## src/rtl/leg_uop_pkg.sv

```systemverilog
// leg_uop_pkg: shared types and helpers for the decode-stage micro-op expander.
// Holds the sequencer state enum, instruction field positions, opcode and NOP
// encodings, and the LDM/STM micro-op builders.
package leg_uop_pkg;

  localparam int WORD_BYTES = 4;
  localparam int NREGS      = 16;
  localparam int IDX_W      = $clog2(NREGS);
  localparam int CNT_W      = $clog2(NREGS + 1);
  localparam int PC_IDX     = 15;

  typedef enum logic [2:0] {
    READY = 3'd0,
    RSR2  = 3'd1,
    XFER  = 3'd2,
    BASE  = 3'd3,
    WB    = 3'd4,
    PCLD  = 3'd5
  } uopState_t;

  // Instruction-class field and single-bit positions
  localparam int CLASS_HI = 27;
  localparam int CLASS_LO = 25;
  localparam logic [2:0] CLASS_DP  = 3'b000;
  localparam logic [2:0] CLASS_BLK = 3'b100;
  localparam int BIT_P   = 24;
  localparam int BIT_U   = 23;
  localparam int BIT_W   = 21;
  localparam int BIT_L   = 20;
  localparam int BIT_S   = 20;
  localparam int BIT_MUL = 7;
  localparam int BIT_RS  = 4;

  localparam logic [3:0]  OP_ADD   = 4'b0100;
  localparam logic [3:0]  OP_SUB   = 4'b0010;
  localparam logic [27:0] NOP_BODY = 28'h1A00000;  // MOV R0,R0 without cond

  function automatic logic [CNT_W-1:0] popCount(input logic [NREGS-1:0] v);
    logic [CNT_W-1:0] c;
    c = '0;
    for (int i = 0; i < NREGS; i++) c = c + CNT_W'(v[i]);
    return c;
  endfunction

  // Byte offset from the original base for the register of the given rank
  // (0-based, ascending) in an n-register transfer.
  function automatic logic [11:0] blkOffset(input logic p, input logic u,
                                            input logic [CNT_W-1:0] n,
                                            input logic [CNT_W-1:0] rank);
    int words;
    if (u) words = int'(rank) + (p ? 1 : 0);
    else   words = int'(n) - int'(rank) - (p ? 0 : 1);
    return 12'(words * WORD_BYTES);
  endfunction

  // Single pre-indexed LDR/STR without writeback for register rd of a block transfer.
  function automatic logic [31:0] blkXferUop(input logic [31:0] instr,
                                             input logic [IDX_W-1:0] rd);
    logic [NREGS-1:0] list;
    logic [NREGS-1:0] below;
    list  = instr[NREGS-1:0];
    below = (NREGS'(1) << rd) - NREGS'(1);
    return {instr[31:28], 3'b010, 1'b1, instr[BIT_U], 2'b00, instr[BIT_L],
            instr[19:16], rd,
            blkOffset(instr[BIT_P], instr[BIT_U], popCount(list), popCount(list & below))};
  endfunction

  // Base update: Rn = Rn +/- n*WORD_BYTES
  function automatic logic [31:0] blkWbUop(input logic [31:0] instr);
    return {instr[31:28], 3'b001, (instr[BIT_U] ? OP_ADD : OP_SUB), 1'b0,
            instr[19:16], instr[19:16], 4'b0000,
            8'(int'(popCount(instr[NREGS-1:0])) * WORD_BYTES)};
  endfunction

endpackage

```

## src/rtl/uop_reglist_picker.sv

```systemverilog
// uop_reglist_picker: lowest-set-bit priority encoder over the remaining
// register mask. Returns the index, a valid flag and the mask with that bit cleared.
module uop_reglist_picker
  import leg_uop_pkg::*;
(
  input  logic [NREGS-1:0] mask,
  output logic [IDX_W-1:0] idx,
  output logic             valid,
  output logic [NREGS-1:0] maskRest
);

  // Scan from the top so the lowest set bit wins.
  always_comb begin
    idx = '0;
    for (int i = NREGS - 1; i >= 0; i--) begin
      if (mask[i]) idx = IDX_W'(i);
    end
  end

  assign valid    = |mask;
  assign maskRest = mask & (mask - NREGS'(1));

endmodule

```

## src/rtl/uop_sequencer.sv

```systemverilog
// uop_sequencer: decode-stage micro-op expander between the F/D register and
// the controller. RSR data processing is split into two passes; with
// UOP_LDM_STM_EN defined, LDM/STM is split into single transfers plus base
// writeback. Without UOP_LDM_STM_EN block transfers pass through unchanged.
// The first micro-op of every sequence is emitted from READY.
//
// state | meaning
// READY | idle; first micro-op of any instruction
// RSR2  | second half of a register-shifted-register pair
// XFER  | listed transfers in ascending register order
// BASE  | deferred load of the base register
// WB    | base writeback add/sub
// PCLD  | deferred load of R15
module uop_sequencer
  import leg_uop_pkg::*;
(
  input  logic        clk,
  input  logic        reset,
  input  logic [31:0] InstrD,
  input  logic        StallD,
  input  logic        FlushD,
  output logic [31:0] uOpInstrD,
  output logic        doNotUpdateFlagD,
  output logic        prevRSRstateD,
  output logic        uOpStallD,
  output logic        uOpActiveD
);

  uopState_t state, stateNext, stage;
  logic      isRsr;

  assign isRsr = (InstrD[CLASS_HI:CLASS_LO] == CLASS_DP) && InstrD[BIT_RS] && !InstrD[BIT_MUL];

`ifdef UOP_LDM_STM_EN
  logic [NREGS-1:0] maskQ, maskNext, regList, xferList, pickIn, pickRest;
  logic [IDX_W-1:0] pickIdx, emitRd;
  logic             pickValid, emitXfer, emitWb;
  logic             isBlk, blkL, blkW, needBase, needWb, needPc;
  logic [3:0]       rn;
  uopState_t        tailFirst, tailAfterBase, tailAfterWb;

  assign isBlk    = InstrD[CLASS_HI:CLASS_LO] == CLASS_BLK;
  assign blkL     = InstrD[BIT_L];
  assign blkW     = InstrD[BIT_W];
  assign rn       = InstrD[19:16];
  assign regList  = InstrD[NREGS-1:0];
  // Loads defer Rn and R15 so the base is read intact and the branch comes last.
  assign xferList = blkL ? (regList & ~((NREGS'(1) << rn) | (NREGS'(1) << PC_IDX))) : regList;

  assign needBase      = blkL && regList[rn];
  assign needWb        = blkW && !needBase;
  assign needPc        = blkL && regList[PC_IDX];
  assign tailAfterWb   = needPc ? PCLD : READY;
  assign tailAfterBase = needWb ? WB : tailAfterWb;
  assign tailFirst     = needBase ? BASE : tailAfterBase;

  assign pickIn = (state == XFER) ? maskQ : xferList;

  uop_reglist_picker picker (
    .mask     (pickIn),
    .idx      (pickIdx),
    .valid    (pickValid),
    .maskRest (pickRest)
  );

  // Remaining transfer mask: cleared on reset or flush, frozen while stalled.
  always_ff @(posedge clk) begin
    if (reset || FlushD) maskQ <= '0;
    else if (!StallD)    maskQ <= maskNext;
  end
`endif

  // State register: reset > flush > stall > advance.
  always_ff @(posedge clk) begin
    if (reset || FlushD) state <= READY;
    else if (!StallD)    state <= stateNext;
  end

  // Pick the emitting stage, build the micro-op and compute the next state.
  always_comb begin
    stage            = state;
    stateNext        = READY;
    uOpInstrD        = InstrD;
    doNotUpdateFlagD = 1'b0;
    prevRSRstateD    = 1'b0;
`ifdef UOP_LDM_STM_EN
    maskNext = '0;
    emitXfer = 1'b0;
    emitWb   = 1'b0;
    emitRd   = pickIdx;
    if (state == READY && isBlk && regList != '0)
      stage = pickValid ? XFER : tailFirst;
`endif
    case (stage)
      READY: begin
        if (isRsr) begin
          doNotUpdateFlagD = 1'b1;
          stateNext        = RSR2;
        end
`ifdef UOP_LDM_STM_EN
        else if (isBlk) begin
          uOpInstrD = {InstrD[31:28], NOP_BODY};
        end
`endif
      end
      RSR2: begin
        prevRSRstateD    = 1'b1;
        doNotUpdateFlagD = !InstrD[BIT_S];
      end
`ifdef UOP_LDM_STM_EN
      XFER: begin
        emitXfer  = 1'b1;
        maskNext  = pickRest;
        stateNext = (pickRest != '0) ? XFER : tailFirst;
      end
      BASE: begin
        emitXfer  = 1'b1;
        emitRd    = rn;
        stateNext = tailAfterBase;
      end
      WB: begin
        emitWb    = 1'b1;
        stateNext = tailAfterWb;
      end
      PCLD: begin
        emitXfer = 1'b1;
        emitRd   = IDX_W'(PC_IDX);
      end
`endif
      default: ;
    endcase
`ifdef UOP_LDM_STM_EN
    if (emitXfer)    uOpInstrD = blkXferUop(InstrD, emitRd);
    else if (emitWb) uOpInstrD = blkWbUop(InstrD);
`endif
  end

  assign uOpStallD  = stateNext != READY;
  assign uOpActiveD = state != READY;

endmodule
```

## config.mk

```make
export PLATFORM = sky130hd
export DESIGN_NAME = uop_sequencer
export DESIGN_NICKNAME = d
export VERILOG_FILES = /design/src/rtl/leg_uop_pkg.sv /design/src/rtl/uop_reglist_picker.sv /design/src/rtl/uop_sequencer.sv
export SDC_FILE = /design/constraint.sdc
export NUM_CORES = 1
export LEC_CHECK = 0
export ABC_CLOCK_PERIOD_IN_PS = 1000
export BUFFER_PORTS_ARGS = -buffer_cell sky130_fd_sc_hd__buf_2
export CAP_MARGIN = 20
export CORE_UTILIZATION = 21
export CTS_BUF_LIST = sky130_fd_sc_hd__clkbuf_4
export DETAILED_ROUTE_END_ITERATION = 8
export PLACE_DENSITY_LB_ADDON = 0.2
export SETUP_SLACK_MARGIN = 0.1
export SLEW_MARGIN = 15
export SYNTH_ARGS = -nofsm -noshare
export SYNTH_HDL_FRONTEND = slang
export SYNTH_SLANG_ARGS = --single-unit
```

## constraint.sdc

```tcl
create_clock -name clk -period 1 [get_ports clk]
set_clock_uncertainty 0.05 [all_clocks]
set_input_delay 0.2 -clock clk [delete_from_list [all_inputs] [get_ports clk]]
set_output_delay 0.2 -clock clk [all_outputs]
set_load 0.02 [all_outputs]
```

==> impl_metrics.py <==
metrics = {
    "floorplanning": {
        "initial_core_util_pct": 23.72,
        "fp-row-count": 13,
        "dieWidth_um": 41.28,
        "die_area_um2": 1704,
        "core_area_um2": 1366,
        "ios": 72,
        "fp.dieH_um": 41.28,
    },
    "sta": {
        "setup-violations-final": 2,
        "layout_min_cycle_time_ns": 1.317,
        "fin_ws_ns": -0.3170,
        "setup_tns_ns": -0.5946,
        "rsz0062_at_grt": "yes",
        "drv_slew": 0,
        "hold_viol": 0,
        "fmax_mhz": 759.3,
        "min_period_over_period_pct": 131.7,
        "relSlewSlack_pct": 84.24,
        "tightest_slew_ns": 0.2354,
    },
    "detailed_routing": {
        "post-route-drc-count": 0,
        "first_iter_violations": 0,
        "routed-via-count": 161,
        "routedWlPerCell_um": 10.14,
        "firstDrtPassIters": 1,
        "routed_wl_um": 446,
        "ant_nets": 0,
        "via_per_inst": 3.659,
    },
    "layout": {
        "seqCellArea_um2": 23.77,
        "syn_to_final_growth_pct": -27.03,
        "num-nets-final": 67,
        "layout_commonest_cell": "buf_2",
        "insertedDiodeCount": 0,
        "largest_register_ffs": 1,
        "fillCellCount": 175,
        "layout_common_cells": "17 x buf_2, 2 x nor3_1, 2 x buf_6, 2 x buf_4",
        "multi_input_area_um2": 67.56,
        "fin_cells": 44,
        "final_cell_area_um2": 236.5,
        "final_core_utilization_pct": 17.31,
        "drive_above_1_share_pct": 82.76,
    },
    "grt": {
        "grt_pass1_wl_um": 545,
        "grt_usage_pct": 4.651,
        "grt_use_met3_pct": 3.804,
        "grt.met2_usage_pct": 7.422,
        "busiest_layer": "met2",
        "grt_pass1_vias": 115,
        "overflow": 0,
        "met1_usage_pct": 3.492,
        "grt_max_degree": 5,
        "antenna_found_initial": 0,
    },
    "worst_setup_path": {
        "cp_top_family": "simple AND/OR/NAND/NOR gates",
        "path_cells": "nor4b_4, nor3b_4, a21o_1, buf_6",
        "cp_slowest_cell": "dfxtp_4",
        "cp.arrival_ns": 1.07,
        "critical_path_class": "register to output pin",
        "critPathLaunchType": "register",
        "cp-end-kind": "output pin",
        "cp_max_fo": 2,
        "crit_buf_inv": 1,
        "critPathMaxStageDelay_ns": 0.33,
        "cp.required_ns": 0.75,
    },
    "clock_tree": {
        "path_clk_slew_ns": 0,
        "clk_latency_ns": 0,
        "cts_setup_buffers": 0,
        "holdBufCountCts": 0,
    },
    "run_status": {
        "outcome": "finished with violations",
        "violations": "negative setup slack",
    },
    "power_and_ir_drop": {
        "p_int_w": 0.00007334,
        "p_per_area_nw_per_um2": 478.6,
        "ir_worst_vdd_mv": 0.1754,
        "power.share.clock_pct": 0,
        "combPwrFrac_pct": 66.0,
        "p_sw_share_pct": 35.20,
        "leakagePower_nw": 0.1352,
        "p_switching_w": 0.00003984,
        "sequentialPowerShare_pct": 34.0,
    },
    "place": {
        "gp_congestion": 0.5736,
        "placed_area_um2": 224.0,
        "numPlacedInstances": 44,
        "io_buffer_count": 19,
    },
    "synth": {
        "ys_warn_count": 0,
        "netlist_area_um2": 324.1,
        "synth_cells": 41,
        "ys_seq_elements": 1,
        "syn_nets": 77,
        "synth_seq_area_share_pct": 6.178,
        "synth_cell_types": 8,
        "avgSynthCellArea_um2": 7.904,
    },
    "min_path": {
        "hold_path.class": "input pin to register",
    },
    "job": {
        "maxCapViolCount": 0,
    },
}
[power by group through the flow]
stage,clock (W),sequential [W],combinational [W]
2_1_floorplan,0,0.0000387,0.000199
3_5_place_dp,0,0.0000385,0.0000722
4_1_cts,0,0.0000385,0.0000732
5_1_grt,0,0.0000385,0.0000790
3_3_place_gp,0,0.0000385,0.0000710
6_report,0,0.0000385,0.0000747
[worst paths after layout]
check	startpoint	to	slack (ns)	cells after the start
max	stage[0]$_SDFFE_PP0N_	doNotUpdateFlagD	-0.32	4
min	reset	stage[0]$_SDFFE_PP0N_	0.30	2
max reg2reg	stage[0]$_SDFFE_PP0N_	stage[0]$_SDFFE_PP0N_	0.01	3
min reg2reg	stage[0]$_SDFFE_PP0N_	stage[0]$_SDFFE_PP0N_	0.60	3
[logic make-up (layout without fill, tap and decap cells)]
logic type | count (synthesis) | in the layout | share of synthesized area (%)
flip-flops | 1 | 1 | 6.178
buffers and inverters | 34 | 22 | 77.61
AO/OA/AOI/OAI | 2 | 2 | 4.635
AND/OR/NAND/NOR | 4 | 4 | 11.58
[metal layers]
| layer | part of all wire [%] | vias up |
|---|---|---|
| met1 | 26 | 75 |
| li1 | - | 74 |
| met5 | 0 | - |
| met3 | 17 | 2 |
| met2 | 56 | 10 |
| met4 | 0.45 | 0 |
[synthesized netlist by cell type]
master	instances	share of area, %
inv_1	1	1.2
nor3_1	2	3.1
dfxtp_1	1	6.2
buf_4	33	76
a22oi_1	1	2.3
nor3b_2	1	3.9
nor4b_2	1	4.6
a21o_1	1	2.3
[metrics by stage]
stage | total power, W | worst slack (ns) | hold slack, ns
floorplan | 0.0002377 | -0.3919 | 0.2171
global placement | 0.0001095 | -0.3433 | 0.3021
detailed placement | 0.0001107 | -0.3565 | 0.3034
CTS | 0.0001116 | -0.3490 | 0.3032
global route | 0.0001175 | -0.3624 | 0.3158
finish | 0.0001132 | -0.3170 | 0.3036
[timing repair]
| item | 4_1_cts | 5_1_grt |
|---|---|---|
| pin swaps | 1 | 1 |
| gates resized for setup | 2 | 1 |
| endpoints found under the setup margin | 3 | 3 |
[worst reg2reg max path: stages (launching register included)]
cell and delay, ns:
dfxtp_4 0.33, nor4b_4 0.28, a22oi_1 0.12, nor3_1 0.13
[final cells by class]
class                      count  area share [%]
timing repair buffer          21           51.85
multi-input combinational      6           28.57
tap                           15           7.937
sequential                     1           10.05
inverter                       1           1.587
Power figures use the tool's default switching activity.
